## src/rtl/slt_pkg.sv

```systemverilog
`default_nettype none
// ============================================================
// slt_pkg : FSM state type and default sizes for slt_seq_cmp
// Rev 1.0 - initial release
// ============================================================
package slt_pkg;

  localparam int c_def_width = 32;
  localparam int c_def_chunk = 4;

  typedef enum logic [1:0] {
    IDLE = 2'd0,
    RUN  = 2'd1,
    DONE = 2'd2
  } slt_state_e;

endpackage
`default_nettype wire

```

## src/rtl/slt_chunk_cmp.sv

```systemverilog
`default_nettype none
// ============================================================
// slt_chunk_cmp : unsigned less-than / equal on one CHUNK-bit slice
// Rev 1.0 - initial release
// ============================================================
module slt_chunk_cmp
  import slt_pkg::*;
#(
  parameter int CHUNK = c_def_chunk
) (
  input  logic [CHUNK-1:0] i_a,
  input  logic [CHUNK-1:0] i_b,
  output logic             o_lt,
  output logic             o_eq
);

  assign o_lt = (i_a < i_b);
  assign o_eq = (i_a == i_b);

endmodule
`default_nettype wire

```

## src/rtl/slt_seq_cmp.sv

```systemverilog
`default_nettype none
// ============================================================
// slt_seq_cmp : sequential set-less-than, CHUNK bits per cycle, MSB first.
// SLT_EARLY_TERM_EN selects early exit on the first differing slice.
// Rev 1.0 - initial release
// ============================================================
module slt_seq_cmp
  import slt_pkg::*;
#(
  parameter int WIDTH = c_def_width,
  parameter int CHUNK = c_def_chunk
) (
  input  logic             clk,
  input  logic             rst_n,
  input  logic             start,
  input  logic             signed_mode,
  input  logic [WIDTH-1:0] a,
  input  logic [WIDTH-1:0] b,
  output logic             busy,
  output logic             done,
  output logic             lt,
  output logic             eq,
  output logic [WIDTH-1:0] res
);

  localparam int              c_n   = WIDTH / CHUNK;
  localparam int              c_cw  = (c_n > 1) ? $clog2(c_n) : 1;
  localparam logic [c_cw-1:0] c_top = c_cw'(c_n - 1);
  localparam logic [WIDTH-1:0] c_msb = WIDTH'(1) << (WIDTH - 1);

  slt_state_e       r_state;
  slt_state_e       w_next;
  logic [WIDTH-1:0] r_a;
  logic [WIDTH-1:0] r_b;
  logic [c_cw-1:0]  r_cnt;
  logic             r_lt;
  logic             r_eq;
  logic             w_slt;
  logic             w_seq;
  logic             w_load;
  logic             w_finish;
  logic             w_res_lt;
  logic             w_res_eq;

  slt_chunk_cmp #(.CHUNK(CHUNK)) u_chunk (
    .i_a  (r_a[WIDTH-1 -: CHUNK]),
    .i_b  (r_b[WIDTH-1 -: CHUNK]),
    .o_lt (w_slt),
    .o_eq (w_seq)
  );

  // Start is only honoured outside RUN so a running compare is never disturbed.
  assign w_load = start && (r_state != RUN);

`ifdef SLT_EARLY_TERM_EN
  assign w_finish = !w_seq || (r_cnt == '0);
  assign w_res_lt = w_slt;
  assign w_res_eq = w_seq;
`else
  logic r_dec;
  logic r_dlt;

  // The first differing slice decides; later slices are scanned but ignored.
  assign w_finish = (r_cnt == '0);
  assign w_res_lt = r_dec ? r_dlt : w_slt;
  assign w_res_eq = !r_dec && w_seq;

  always_ff @(posedge clk or negedge rst_n) begin
    if (!rst_n) begin
      r_dec <= 1'b0;
      r_dlt <= 1'b0;
    end else if (w_load) begin
      r_dec <= 1'b0;
      r_dlt <= 1'b0;
    end else if ((r_state == RUN) && !r_dec && !w_seq) begin
      r_dec <= 1'b1;
      r_dlt <= w_slt;
    end
  end
`endif

  always_ff @(posedge clk or negedge rst_n) begin
    if (!rst_n) begin
      r_state <= IDLE;
    end else begin
      r_state <= w_next;
    end
  end

  always_comb begin
    w_next = r_state;
    busy   = 1'b0;
    done   = 1'b0;
    case (r_state)
      IDLE: begin
        if (start) w_next = RUN;
      end
      RUN: begin
        busy = 1'b1;
        if (w_finish) w_next = DONE;
      end
      DONE: begin
        done   = 1'b1;
        w_next = start ? RUN : IDLE;
      end
      default: w_next = IDLE;
    endcase
  end

  // Flipping the MSB in signed mode maps two's-complement order onto unsigned order.
  always_ff @(posedge clk or negedge rst_n) begin
    if (!rst_n) begin
      r_a   <= '0;
      r_b   <= '0;
      r_cnt <= '0;
      r_lt  <= 1'b0;
      r_eq  <= 1'b0;
    end else if (w_load) begin
      r_a   <= a ^ (signed_mode ? c_msb : '0);
      r_b   <= b ^ (signed_mode ? c_msb : '0);
      r_cnt <= c_top;
    end else if (r_state == RUN) begin
      r_a   <= r_a << CHUNK;
      r_b   <= r_b << CHUNK;
      r_cnt <= r_cnt - 1'b1;
      if (w_finish) begin
        r_lt <= w_res_lt;
        r_eq <= w_res_eq;
      end
    end
  end

  assign lt  = r_lt;
  assign eq  = r_eq;
  assign res = WIDTH'(r_lt);

endmodule
`default_nettype wire

```

## config.mk

```make
export PLATFORM = sky130hd
export DESIGN_NAME = slt_seq_cmp
export DESIGN_NICKNAME = d
export VERILOG_FILES = /design/src/rtl/slt_pkg.sv /design/src/rtl/slt_chunk_cmp.sv /design/src/rtl/slt_seq_cmp.sv
export SDC_FILE = /design/constraint.sdc
export NUM_CORES = 1
export LEC_CHECK = 0
export CAP_MARGIN = 20
export CORE_MARGIN = 3
export CORE_UTILIZATION = 48
export DETAILED_ROUTE_END_ITERATION = 10
export PLACE_DENSITY = 0.8
export SYNTH_ARGS = -nofsm -noshare
export SYNTH_HDL_FRONTEND = slang
export SYNTH_SLANG_ARGS = --single-unit
export TNS_END_PERCENT = 1
```

## constraint.sdc

```tcl
create_clock -name clk -period 1.84 [get_ports clk]
set_clock_uncertainty 0.05 [all_clocks]
set_input_delay 0.368 -clock clk [delete_from_list [all_inputs] [get_ports clk]]
set_output_delay 0.368 -clock clk [all_outputs]
set_load 0.05 [all_outputs]
```

# [Word level (Yosys, flattened, before mapping)]
# Cells that the tools add are included.
[totals] register_bits=73 latch_bits=0 ramBits=0 mem_bits_ro=0 input_bits=68 out_inout_bits=36 n_memories=0
[op_classes] n_addsub=1 mul=0 n_div=0 n_lt_le_gt_ge=1 eq_ne=6 shift=0 mux=18 bitwise_logic=3 n_reduce_logical=12
[op_table] op="$mux W32" n=5
[op_table] op="$xor A32 B32 Y32" n=2
[op_table] op="$mux W1" n=8
[op_table] op="$mux W3" n=2
[op_table] op="$pmux W2 S3" n=1
[op_table] op="$eq A4 B4 Y1" n=1
[op_table] op="$logic_and A1 B1 Y1" n=4
[op_table] op="$lt A4 B4 Y1" n=1
[op_table] op="$mux W2" n=2
[op_table] op="$ne A2 B2 Y1 const B" n=2
[op_table] op="$reduce_bool A2 Y1" n=2
[op_table] op="$logic_not A3 Y1" n=1
[op_table] op="$reduce_and A3 Y1" n=1
[op_table] op="$sub A3 B1 Y3 const B" n=1
[op_table] op="$eq A2 B1 Y1 const B" n=1
[op_table] op="$eq A2 B2 Y1 const B" n=1
[op_table] op="$logic_not A1 Y1" n=2
[op_table] op="$logic_not A2 Y1" n=1
[op_table] op="$ne A2 B1 Y1 const B" n=1
[op_table] op="$reduce_and A2 Y1" n=1
[op_table] op="$not A1 Y1" n=1

# [Depth between registers and ports, before layout]
# Gate-level depths: netlist (run 1).
[depth] word_depth=5 ltp_mapped=6

# [By module]
# Synthesis (run 1) repeated with hierarchy kept, for this count alone.
[unflattened] hier_cells=357 hier_area_um2=3749.8
[modules_own_cells] module="slt_seq_cmp" instances=1 cells_each=343 area_each_um2=3647.2 seq_area_each_um2=1826.8
[modules_own_cells] module="slt_chunk_cmp" instances=1 cells_each=14 area_each_um2=102.6 seq_area_each_um2=0.0

# [Worst setup path after synthesis (run 1)]
# No wires, ideal clock.
[synth_path] path_type="register -> register" from="reg r_cnt[0]" to="reg r_eq (netlist: eq)" setup_ns=0.125 t_arrival_ns=1.169 required_ns=1.665 setup_slack_ns=0.496 stages_incl_launch_ff=6 path_buffers=0 synth_period_minus_slack_ns=1.344 cell_sequence="dfrtp_1 > inv_1 > ha_1 > ha_1 > and2_4 > mux2_4"
[synth_between] elab_chain_cells=2
[synth_lines] item="start, declared" line_no="slt_seq_cmp.sv:35" text="logic [c_cw-1:0] r_cnt;"
[synth_lines] item="start signal, assigned" line_no="slt_seq_cmp.sv:121" text="r_cnt <= c_top;"
[synth_lines] item="start signal, assigned" line_no="slt_seq_cmp.sv:125" text="r_cnt <= r_cnt - 1'b1;"
[synth_lines] item="$logic_not A3 Y1" line_no="slt_seq_cmp.sv:64" text="assign w_finish = (r_cnt == '0);"
[synth_lines] item="$reduce_and A3 Y1 (no line)"
[synth_lines] item="end signal, assigned" line_no="slt_seq_cmp.sv:128" text="r_eq <= w_res_eq;"
[synth_lines] item="end, declared" line_no="slt_seq_cmp.sv:37" text="logic r_eq;"
# No other way between the ends.
# A chain may end at the register's enable or synchronous reset.

# [Worst setup path after layout (run 1)]
[layout_path] from="reg r_state[1]" to="out busy"
[layout_between] elab_chain_cells=2
[layout_lines] item="start, declared" line_no="slt_seq_cmp.sv:31" text="slt_state_e r_state;"
[layout_lines] item="start signal, assigned" line_no="slt_seq_cmp.sv:86" text="r_state <= w_next;"
[layout_lines] item="$eq A2 B1 Y1" line_no="slt_seq_cmp.sv:94" text="case (r_state)"
[layout_lines] item="$mux W1" line_no="slt_seq_cmp.sv:94"
[layout_lines] item="end, declared" line_no="slt_seq_cmp.sv:19" text="output logic busy,"
# No other way between the ends.

==> flow_metrics.env, run 1 <==
export IMPL_synth_edf_count=0
export IMPL_crit_type="reg2out"
export IMPL_avgSynthCellArea_sq_um=10.5
export IMPL_fin_ws_ps=111
export IMPL_finalInstanceArea_sq_um=4700
export IMPL_drt_first_pass_iters=4
export IMPL_rrSetupSlack_ps=370
export IMPL_route_detailed_drc=0
export IMPL_reg2reg_from="r_a[29]$_DFFE_PN0P_"
export IMPL_rsz0062_at_grt="false"
export IMPL_worstHoldPathCells=2
export IMPL_ys_flop_type="dfrtp_1"
export IMPL_clock_sinks=73
export IMPL_place_hpwl_mm=5.16
export IMPL_core_area_sq_um=7410
export IMPL_worstPathRequired_ps=1420
export IMPL_max_cap_violations=0
export IMPL_vias_per_cell=4.79
export IMPL_worstHoldStart="r_a[0]$_DFFE_PN0P_"
export IMPL_netlist_instances=357
export IMPL_cts_tree="done"
export IMPL_drt_wl_total_mm=7.07
export IMPL_place_ws_ps=344
export IMPL_whs_ps=430
export IMPL_synthArstFlopShare_pct=100
export IMPL_path_max_fanout=28
export IMPL_synth_area_sq_um=3750
export IMPL_hp_class="reg2reg"
export IMPL_cts_resized=0
export IMPL_grt_use_total_pct=17.2
export IMPL_timing_fmax_ghz=0.578
export IMPL_fp_dieH_microns=94.4
export IMPL_grt_max_degree=46
export IMPL_antenna_found_initial=0
export IMPL_ant_nets=0
export IMPL_final_cell_count_no_fill=532
export IMPL_io_pins=104
export IMPL_ys_seq_elements=73
export IMPL_dpl_instance_area_sq_um=4400
export IMPL_clockBufferDepth=2
export IMPL_hold_viol=0
export IMPL_dieWidth_microns=94.4
export IMPL_start_kind="flip-flop"
export IMPL_cts_max_level=3
export IMPL_powerDensity_nw_per_um2=1470
export IMPL_drt_initial_drc_count=145
export IMPL_yosysSeqAreaShare_pct=48.7
export IMPL_outcome="complete, no violations"
export IMPL_postCtsSetupBuffers=0
export IMPL_rows=31
export IMPL_cts_root_buf="clkbuf_8"
export IMPL_overflow=0
export IMPL_syn2layout_area_growth_pct=25.1
export IMPL_slew_viol_final=0
export IMPL_io_buffer_count=72
export IMPL_placed_cells=515
export IMPL_finalCriticalPeriod_ps=1730
export IMPL_die_area_sq_um=8910
export IMPL_diodes=0
export IMPL_grt_pass1_wl_mm=11.8
export IMPL_cts_buffers=9
export IMPL_critPathArrivalTime_ps=1310
export IMPL_drive_above_1_share_pct=9.47
export IMPL_gp_congestion=0.781
export IMPL_cts_reportedPaths_clkPinSlew_ps=90
export IMPL_period_share_pct=94.0
export IMPL_leakagePower_uw=0.00224
export IMPL_dr_total_vias=2546
export IMPL_holdPathEnd="r_a[4]$_DFFE_PN0P_"
export IMPL_setup_viol=0
export IMPL_crit_path_end_kind="output pin"
export IMPL_post_drt_wl_per_cell_microns=13.3
export IMPL_finalSetupTns_ps=0
export IMPL_synth_cell_types=34
export IMPL_finish_net_count=502
export IMPL_ir_drop_mv=0.950
export IMPL_r2r_end="r_dlt$_DFFE_PN0P_"
export IMPL_reg2reg_depth=5
export IMPL_yosysWarnings=0
export IMPL_start_util_pct=50.7
export IMPL_grt_pass1_vias=2461
export IMPL_clk_insertion_delay_late_ps=340
-- critical path: stages (launching register included) --
cell and delay (ps):
dfrtp_1 380, nand2b_4 190, inv_6 210, buf_12 170
-- sequential cells by signal, indices dropped and copies added (netlist names) --
name	flops
eq	1
r_a	32
r_state	2
lt	1
r_cnt	3
r_dec	1
r_dlt	1
r_b	32
-- cells in the final DEF, fill, tap and decap left out, drive strengths merged, types with 2 or more instances in the layout --
cell type      netlist  layout
o21ai               60      60
nor2                12      12
xnor2                2       2
dfrtp               73      73
a21oi                5       5
mux2i               62      62
clkbuf               5       9
inv                  9       9
ha                   6       6
nand2               61      61
buf                 48      17
o211ai               2       2
conb                 1      31
clkdlybuf4s50        0      65
bufinv               0       5
-- logic make-up after synthesis --
| kind of cell | after synthesis | synth area share, % |
|---|---|---|
| DFF | 73 | 48.7 |
| adders and majority gates | 6 | 2.00 |
| muxes | 63 | 16.9 |
| and+or+nand+nor | 79 | 8.77 |
| other | 1 | 0.0999 |
| xor gates and xnor gates | 2 | 0.467 |
| AOI/OAI and AO/OA | 71 | 10.1 |
| buffers and inverters | 62 | 12.9 |
-- area by class of cell --
| class | count | area, sq um |
|---|---|---|
| Fill cell | 569 | 2710 |
| Sequential cell | 73 | 1830 |
| Multi-Input combinational cell | 252 | 1550 |
| Timing Repair Buffer | 83 | 863 |
| Clock inverter | 7 | 166 |
| Clock buffer | 9 | 124 |
| Tap cell | 99 | 124 |
| Inverter | 9 | 38.8 |
-- stage by stage --
| step | util [%] | power (uW) |
|---|---|---|
| 2_1_floorplan | - | 4690 |
| 3_3_place_gp | 59.3 | 5060 |
| 3_5_place_dp | 59.3 | 5160 |
| 4_1_cts | 63.4 | 6970 |
| 5_1_grt | 63.4 | 7440 |
| 6_report | 63.4 | 6910 |
-- where the power goes --
part / switching, uW / total [uW] / internal [uW]
logic: 1470 / 2440 / 974
clock network: 609 / 1790 / 1180
registers: 394 / 2680 / 2280
-- how the worst max path moves through the flow --
stage                           start                  end  slack [ps]  cells past startpoint
2_1_floorplan    r_cnt[0]$_DFFE_PN0P_       eq$_DFFE_PN0P_         500                      5
3_3_place_gp                    start   r_b[9]$_DFFE_PN0P_         370                      4
3_5_place_dp                    start  r_b[13]$_DFFE_PN0P_         340                      4
4_1_cts        r_state[1]$_DFFE_PN0P_                 busy          90                      3
5_1_grt        r_state[1]$_DFFE_PN0P_                 busy          40                      3
6_report       r_state[1]$_DFFE_PN0P_                 busy         110                      3
-- cells in the mapped netlist, types with 2 or more instances --
cell      instances  area, sq um
o21ai_0          40          200
nand2_1          60          225
buf_8             2         30.0
nor2_1           12         45.0
a21oi_1           5         25.0
xnor2_1           2         17.5
buf_4            36          270
buf_6             7         78.8
dfrtp_1          73         1830
clkbuf_1          2         7.51
mux2i_1          62          621
o21ai_1          20          100
buf_12            2         40.0
clkbuf_2          3         15.0
inv_1             7         26.3
ha_1              6         75.1
-- layer usage --
metal | routed length (microns) | track usage, %
met1 | 3370 | 24.1
met2 | 3300 | 25.8
met3 | 324 | 3.35
met4 | 82 | 8.30
met5 | 0 | 0
-- repair_timing --
item,4_1_cts,5_1_grt
hold endpoints to repair,31,0
hold buffers,1,0
setup endpoints to repair,0,0
Power figures use the tool's default switching activity.
==> run 2: changes to the inputs <==
==> constraint.sdc (replaced) <==
create_clock -name clk -period 1.6 [get_ports clk]
set_clock_uncertainty 0.05 [all_clocks]
set_input_delay 0.32 -clock clk [delete_from_list [all_inputs] [get_ports clk]]
set_output_delay 0.32 -clock clk [all_outputs]
set_load 0.05 [all_outputs]
==> run 2 against run 1 <==
Count of clock-buffer cells in the layout rose by 4. Design area fell by 0.59%. First-iteration DRC count fell by 24%. Critical endpoint is now done. Highest routed layer unchanged.
==> flow_metrics.env, run 2 (synthesis gave the netlist of run 1 again) <==
export IMPL_antenna_found_initial=0
export IMPL_clockBufferDepth=2
export IMPL_cts_max_level=3
export IMPL_final_core_util_pct=63.0
export IMPL_finish_net_count=504
export IMPL_place_ws_ps=146
export IMPL_drt_first_pass_iters=4
export IMPL_setup_viol=0
export IMPL_clk_insertion_delay_late_ps=330
export IMPL_grt_pass1_vias=2470
export IMPL_gp_congestion=0.747
export IMPL_fillerInstances=609
export IMPL_drive_above_1_share_pct=9.20
export IMPL_drt_initial_drc_count=110
export IMPL_timing_fmax_ghz=0.646
export IMPL_ant_nets=0
export IMPL_grt_max_degree=48
export IMPL_finalSetupTns_ps=0
export IMPL_rows=31
export IMPL_leakagePower_uw=0.00222
export IMPL_finalInstanceArea_sq_um=4670
export IMPL_clock_sinks=73
export IMPL_crit_type="reg2out"
export IMPL_rsz0062_at_grt="false"
export IMPL_drt_wl_total_mm=7.58
export IMPL_die_area_sq_um=8910
export IMPL_overflow=0
export IMPL_cts_tree="done"
export IMPL_powerDensity_nw_per_um2=1640
export IMPL_max_cap_violations=0
export IMPL_multiInputGateArea_sq_um=1550
export IMPL_crit_path_end_kind="output pin"
export IMPL_finalCriticalPeriod_ps=1550
export IMPL_fin_ws_ps=52.1
export IMPL_io_buffer_count=72
export IMPL_period_share_pct=96.7
export IMPL_start_util_pct=50.7
export IMPL_io_pins=104
export IMPL_dpl_instance_area_sq_um=4430
export IMPL_syn2layout_area_growth_pct=24.4
export IMPL_post_drt_wl_per_cell_microns=14.2
export IMPL_vias_per_cell=4.89
export IMPL_dr_total_vias=2610
export IMPL_route_detailed_drc=0
export IMPL_hp_class="in2async"
export IMPL_hold_viol=0
export IMPL_grt_pass1_wl_mm=11.8
export IMPL_cts_root_buf="clkbuf_8"
export IMPL_worstPathRequired_ps=1230
export IMPL_critPathArrivalTime_ps=1180
export IMPL_dieWidth_microns=94.4
export IMPL_top_regs="r_a: 32 flops, r_b: 32 flops, r_cnt: 3 flops"
export IMPL_cts_buffers=9
export IMPL_ir_drop_mv=0.942
export IMPL_core_area_sq_um=7410
export IMPL_path_max_fanout=3
export IMPL_fp_dieH_microns=94.4
export IMPL_final_seq_area_sq_um=1830
export IMPL_diodes=0
export IMPL_final_cell_mix="dfrtp_1, clkdlybuf4s50_1, mux2i_1"
export IMPL_outcome="complete, no violations"
export IMPL_place_hpwl_mm=5.55
export IMPL_slew_viol_final=0
export IMPL_layout_commonest_cell="dfrtp_1"
export IMPL_cts_reportedPaths_clkPinSlew_ps=80
export IMPL_start_kind="flip-flop"
export IMPL_grt_use_total_pct=17.0
[run 2: changes by cell type in the layout (fill, tap and decap cells not counted), moves of 2 or more]
cell,change
bufinv_16,-4
clkbuf_1,+3
buf_12,+4
buf_4,-3
clkinv_2,+2
[run 2: final cells by class]
class / count / share of cell area (%)
sequential: 73 / 39.1
timing repair buffer: 84 / 19.7
timing repair inverter: 1 / 0.188
clock buffer: 13 / 3.19
clock inverter: 3 / 0.858
multi-input combinational: 252 / 33.3
inverter: 9 / 0.992
tap: 99 / 2.65
[run 2: final timing paths]
| check | slack, ps | startpoint | cells past startpoint | endpoint |
|---|---|---|---|---|
| setup / recovery | 50 | r_state[0]$_DFFE_PN0P_ | 2 | done |
| hold / removal | 350 | rst_n | 2 | r_a[1]$_DFFE_PN0P_ |
| setup reg to reg | 130 | r_a[29]$_DFFE_PN0P_ | 5 | r_dlt$_DFFE_PN0P_ |
| hold reg to reg | 430 | r_cnt[0]$_DFFE_PN0P_ | 1 | r_cnt[0]$_DFFE_PN0P_ |
| max in group asynchronous | 600 | rst_n | 3 | r_b[3]$_DFFE_PN0P_ |
| min in group clk | 400 | start | 3 | r_a[3]$_DFFE_PN0P_ |
[run 2: power by group]
part           internal, uW  switching (uW)  total (uW)
clock                   761             633        1390
sequential             2630             485        3110
combinational          1320            1820        3140
[run 2: per-layer routing]
metal / wire length (microns) / vias up / track usage, % / part of all wire (%)
met5: 0 / - / 0 / 0
met4: 158 / 0 / 7.70 / 2.1
met3: 340 / 11 / 3.27 / 4.5
met2: 3660 / 74 / 26.5 / 48
met1: 3430 / 1242 / 23.0 / 45
li1: - / 1283 / - / -
[run 2: through the flow]
stage	hold WS, ps	total power [uW]	cells
2_1_floorplan	-25.6	5390	387
3_3_place_gp	164	5970	513
3_5_place_dp	167	6160	513
4_1_cts	355	7590	530
5_1_grt	378	8180	534
6_report	355	7650	534
[run 2: critical path, stage by stage (launching register included)]
cell and delay, ps:
dfrtp_1 420, and2b_1 270, buf_12 150
[run 2: what timing repair did]
action | in CTS | in global routing
setup buffers | 0 | 3
hold buffers | 1 | 0
cloned | 0 | 1
endpoints found under the hold margin | 17 | 0
gates resized for setup | 2 | 0
setup endpoints to repair | 1 | 1
==> run 3: changes to the inputs <==
--- a/config.mk
+++ b/config.mk
@@ -5,11 +5,12 @@
 export SDC_FILE = /design/constraint.sdc
 export NUM_CORES = 1
 export LEC_CHECK = 0
+export ABC_CLOCK_PERIOD_IN_PS = 1200
 export CAP_MARGIN = 20
 export CORE_MARGIN = 3
-export CORE_UTILIZATION = 48
+export CORE_UTILIZATION = 44
 export DETAILED_ROUTE_END_ITERATION = 10
-export PLACE_DENSITY = 0.8
+export PLACE_DENSITY = 0.77
 export SYNTH_ARGS = -nofsm -noshare
 export SYNTH_HDL_FRONTEND = slang
 export SYNTH_SLANG_ARGS = --single-unit
==> constraint.sdc (replaced) <==
create_clock -name clk -period 1.2 [get_ports clk]
set_clock_uncertainty 0.05 [all_clocks]
set_input_delay 0.24 -clock clk [delete_from_list [all_inputs] [get_ports clk]]
set_output_delay 0.24 -clock clk [all_outputs]
set_load 0.05 [all_outputs]
==> run 3 against run 2 <==
The run now ends with setup timing left. Non-clock buffer count grew 7. Via count grew 1.9%. Die area grew 8.5%. Sequential power grew 33%. Largest cell class unchanged. Core utilization shrank 3.8 points. Largest power group unchanged. Hold slack lost 10 ps. Highest routed layer unchanged.
==> flow_metrics.env, run 3 (synthesis gave the netlist of run 1 again) <==
export IMPL_outcome="complete, but fails checks"
export IMPL_violations="setup timing"
export IMPL_rsz0062_at_grt="true"
export IMPL_cp_depth=4
export IMPL_grt_pass1_wl_mm=12.9
export IMPL_cp_top_family="flip-flops"
export IMPL_cpMaxStageDelayCell="dfrtp_1"
export IMPL_io_pins=104
export IMPL_critPathArrivalTime_ps=1190
export IMPL_start_kind="flip-flop"
export IMPL_hp_class="in2reg"
export IMPL_grt_max_degree=74
export IMPL_rows=33
export IMPL_top_regs="r_a: 32 flops, r_b: 32 flops, r_cnt: 3 flops"
export IMPL_power_uw=11400
export IMPL_worstHoldPathCells=4
export IMPL_max_cap_violations=0
export IMPL_combPwrFrac_pct=41.3
export IMPL_grt_pass1_vias=2752
export IMPL_clock_sinks=73
export IMPL_overflow=0
export IMPL_path_common_cell="buf_12"
export IMPL_dpl_instance_area_sq_um=4550
export IMPL_p_int_uw=7260
export IMPL_clockBufferDepth=2
export IMPL_final_cell_mix="dfrtp_1, clkdlybuf4s50_1, mux2i_1"
export IMPL_p_seq_share_pct=36.3
export IMPL_layout_commonest_cell="dfrtp_1"
export IMPL_syn2layout_area_growth_pct=30.3
export IMPL_place_hpwl_mm=5.31
export IMPL_p_sw_uw=4140
export IMPL_final_core_util_pct=59.2
export IMPL_path_max_fanout=2
export IMPL_reg2reg_depth=6
export IMPL_finalInstanceArea_sq_um=4890
export IMPL_cts_reportedPaths_clkPinSlew_ps=80
export IMPL_diodes=0
export IMPL_hold_viol=0
export IMPL_antenna_found_initial=0
export IMPL_cts_max_level=3
export IMPL_drt_initial_drc_count=150
export IMPL_drt_wl_total_mm=7.74
export IMPL_dr_total_vias=2660
export IMPL_leakagePower_uw=0.00230
export IMPL_cts_buffers=9
export IMPL_vias_per_cell=4.87
export IMPL_crit_type="reg2out"
export IMPL_period_share_pct=123
export IMPL_start_util_pct=45.4
export IMPL_place_ws_ps=-210
export IMPL_post_drt_wl_per_cell_microns=14.2
export IMPL_grt_use_total_pct=16.9
export IMPL_fp_dieH_microns=98.3
export IMPL_cts_root_buf="clkbuf_8"
export IMPL_ir_drop_mv=1.08
export IMPL_slew_viol_final=0
export IMPL_finish_net_count=510
export IMPL_cp_slowest_stage_delay_ps=380
export IMPL_fillerInstances=697
export IMPL_swShare_pct=36.3
export IMPL_drt_first_pass_iters=4
export IMPL_setup_viol=64
export IMPL_io_buffer_count=72
export IMPL_ant_nets=0
export IMPL_crit_buf_inv=3
export IMPL_die_area_sq_um=9670
export IMPL_clk_insertion_delay_late_ps=350
export IMPL_fin_ws_ps=-276
export IMPL_worstPathRequired_ps=910
export IMPL_dieWidth_microns=98.3
export IMPL_cts_tree="done"
export IMPL_gp_congestion=0.873
export IMPL_route_detailed_drc=0
export IMPL_cp_cell_sequence="nand2b_4, inv_6, buf_12, buf_12"
export IMPL_timing_fmax_ghz=0.677
export IMPL_core_area_sq_um=8260
export IMPL_finalCriticalPeriod_ps=1480
export IMPL_crit_path_end_kind="output pin"
export IMPL_powerDensity_nw_per_um2=2330
export IMPL_clockPowerShare_pct=22.4
export IMPL_drive_above_1_share_pct=13.2
run 3: changes by cell type in the layout (fill, tap and decap cells not counted), moves of 3 or more:
| cell | delta |
|---|---|
| o21ai_1 | +19 |
| ha_4 | +3 |
| o21ai_0 | -19 |
| ha_1 | -4 |
| bufinv_16 | +3 |
| buf_12 | +4 |
| clkbuf_1 | -3 |
| buf_4 | +3 |
run 3: path summary, 6_finish.rpt:
check,start,endpoint,slack [ps]
max,r_state[1]$_DFFE_PN0P_,busy,-280
min,start,r_state[0]$_DFFE_PN0P_,340
max reg2reg,r_b[29]$_DFFE_PN0P_,r_dlt$_DFFE_PN0P_,-190
min reg2reg,r_b[15]$_DFFE_PN0P_,r_b[19]$_DFFE_PN0P_,430
max in group asynchronous,rst_n,lt$_DFFE_PN0P_,400
min in group asynchronous,rst_n,r_a[7]$_DFFE_PN0P_,390
run 3: per-layer routing:
layer  track usage (%)  routed length, microns  share of wire (%)  vias up
met5                 0                       0                  0        -
met4              7.56                     150                1.9        0
met3              3.93                     407                5.3       11
met2              27.4                    3850                 50       59
met1              21.5                    3330                 43     1283
li1                  -                       -                  -     1307
run 3: power by group through the flow:
| stage | logic (uW) | registers, uW | clock network [uW] |
|---|---|---|---|
| final | 4710 | 4130 | 2560 |
| after global routing | 5210 | 4280 | 2730 |
| after CTS | 4650 | 4130 | 2610 |
| after detailed placement | 4400 | 4140 | 0 |
| after global placement | 4280 | 4090 | 0 |
| after floorplan | 3160 | 4040 | 0 |
run 3: worst reg2reg max path, stage by stage, from the launching register on:
cell,delay [ps]
dfrtp_1,390
inv_2,70
ha_4,200
nor2b_1,120
o211ai_1,190
nand2_1,100
o31ai_2,180
run 3: timing repair:
item | in CTS | in global routing
setup endpoints to repair | 15 | 72
hold buffers | 1 | 0
gates resized for setup | 16 | 11
setup buffers | 2 | 0
pin swaps | 4 | 2
endpoints found under the hold margin | 73 | 0
run 3: layout make-up:
cell class	instances	area (sq um)	share of cell area (%)
clock inverter	7	141	2.89
sequential	73	1830	37.4
clock buffer	9	124	2.53
multi-input combinational	252	1600	32.8
tap	105	131	2.69
inverter	9	38.8	0.793
timing repair buffer	91	1020	20.9
run 3: through the flow:
step / hold WS, ps / TNS [ps] / cells
after global placement: 231 / -691 / 527
after floorplan: -106 / -346 / 387
after CTS: 327 / -6110 / 546
final: 345 / -5510 / 546
after detailed placement: 234 / -902 / 527
after global routing: 367 / -10500 / 546
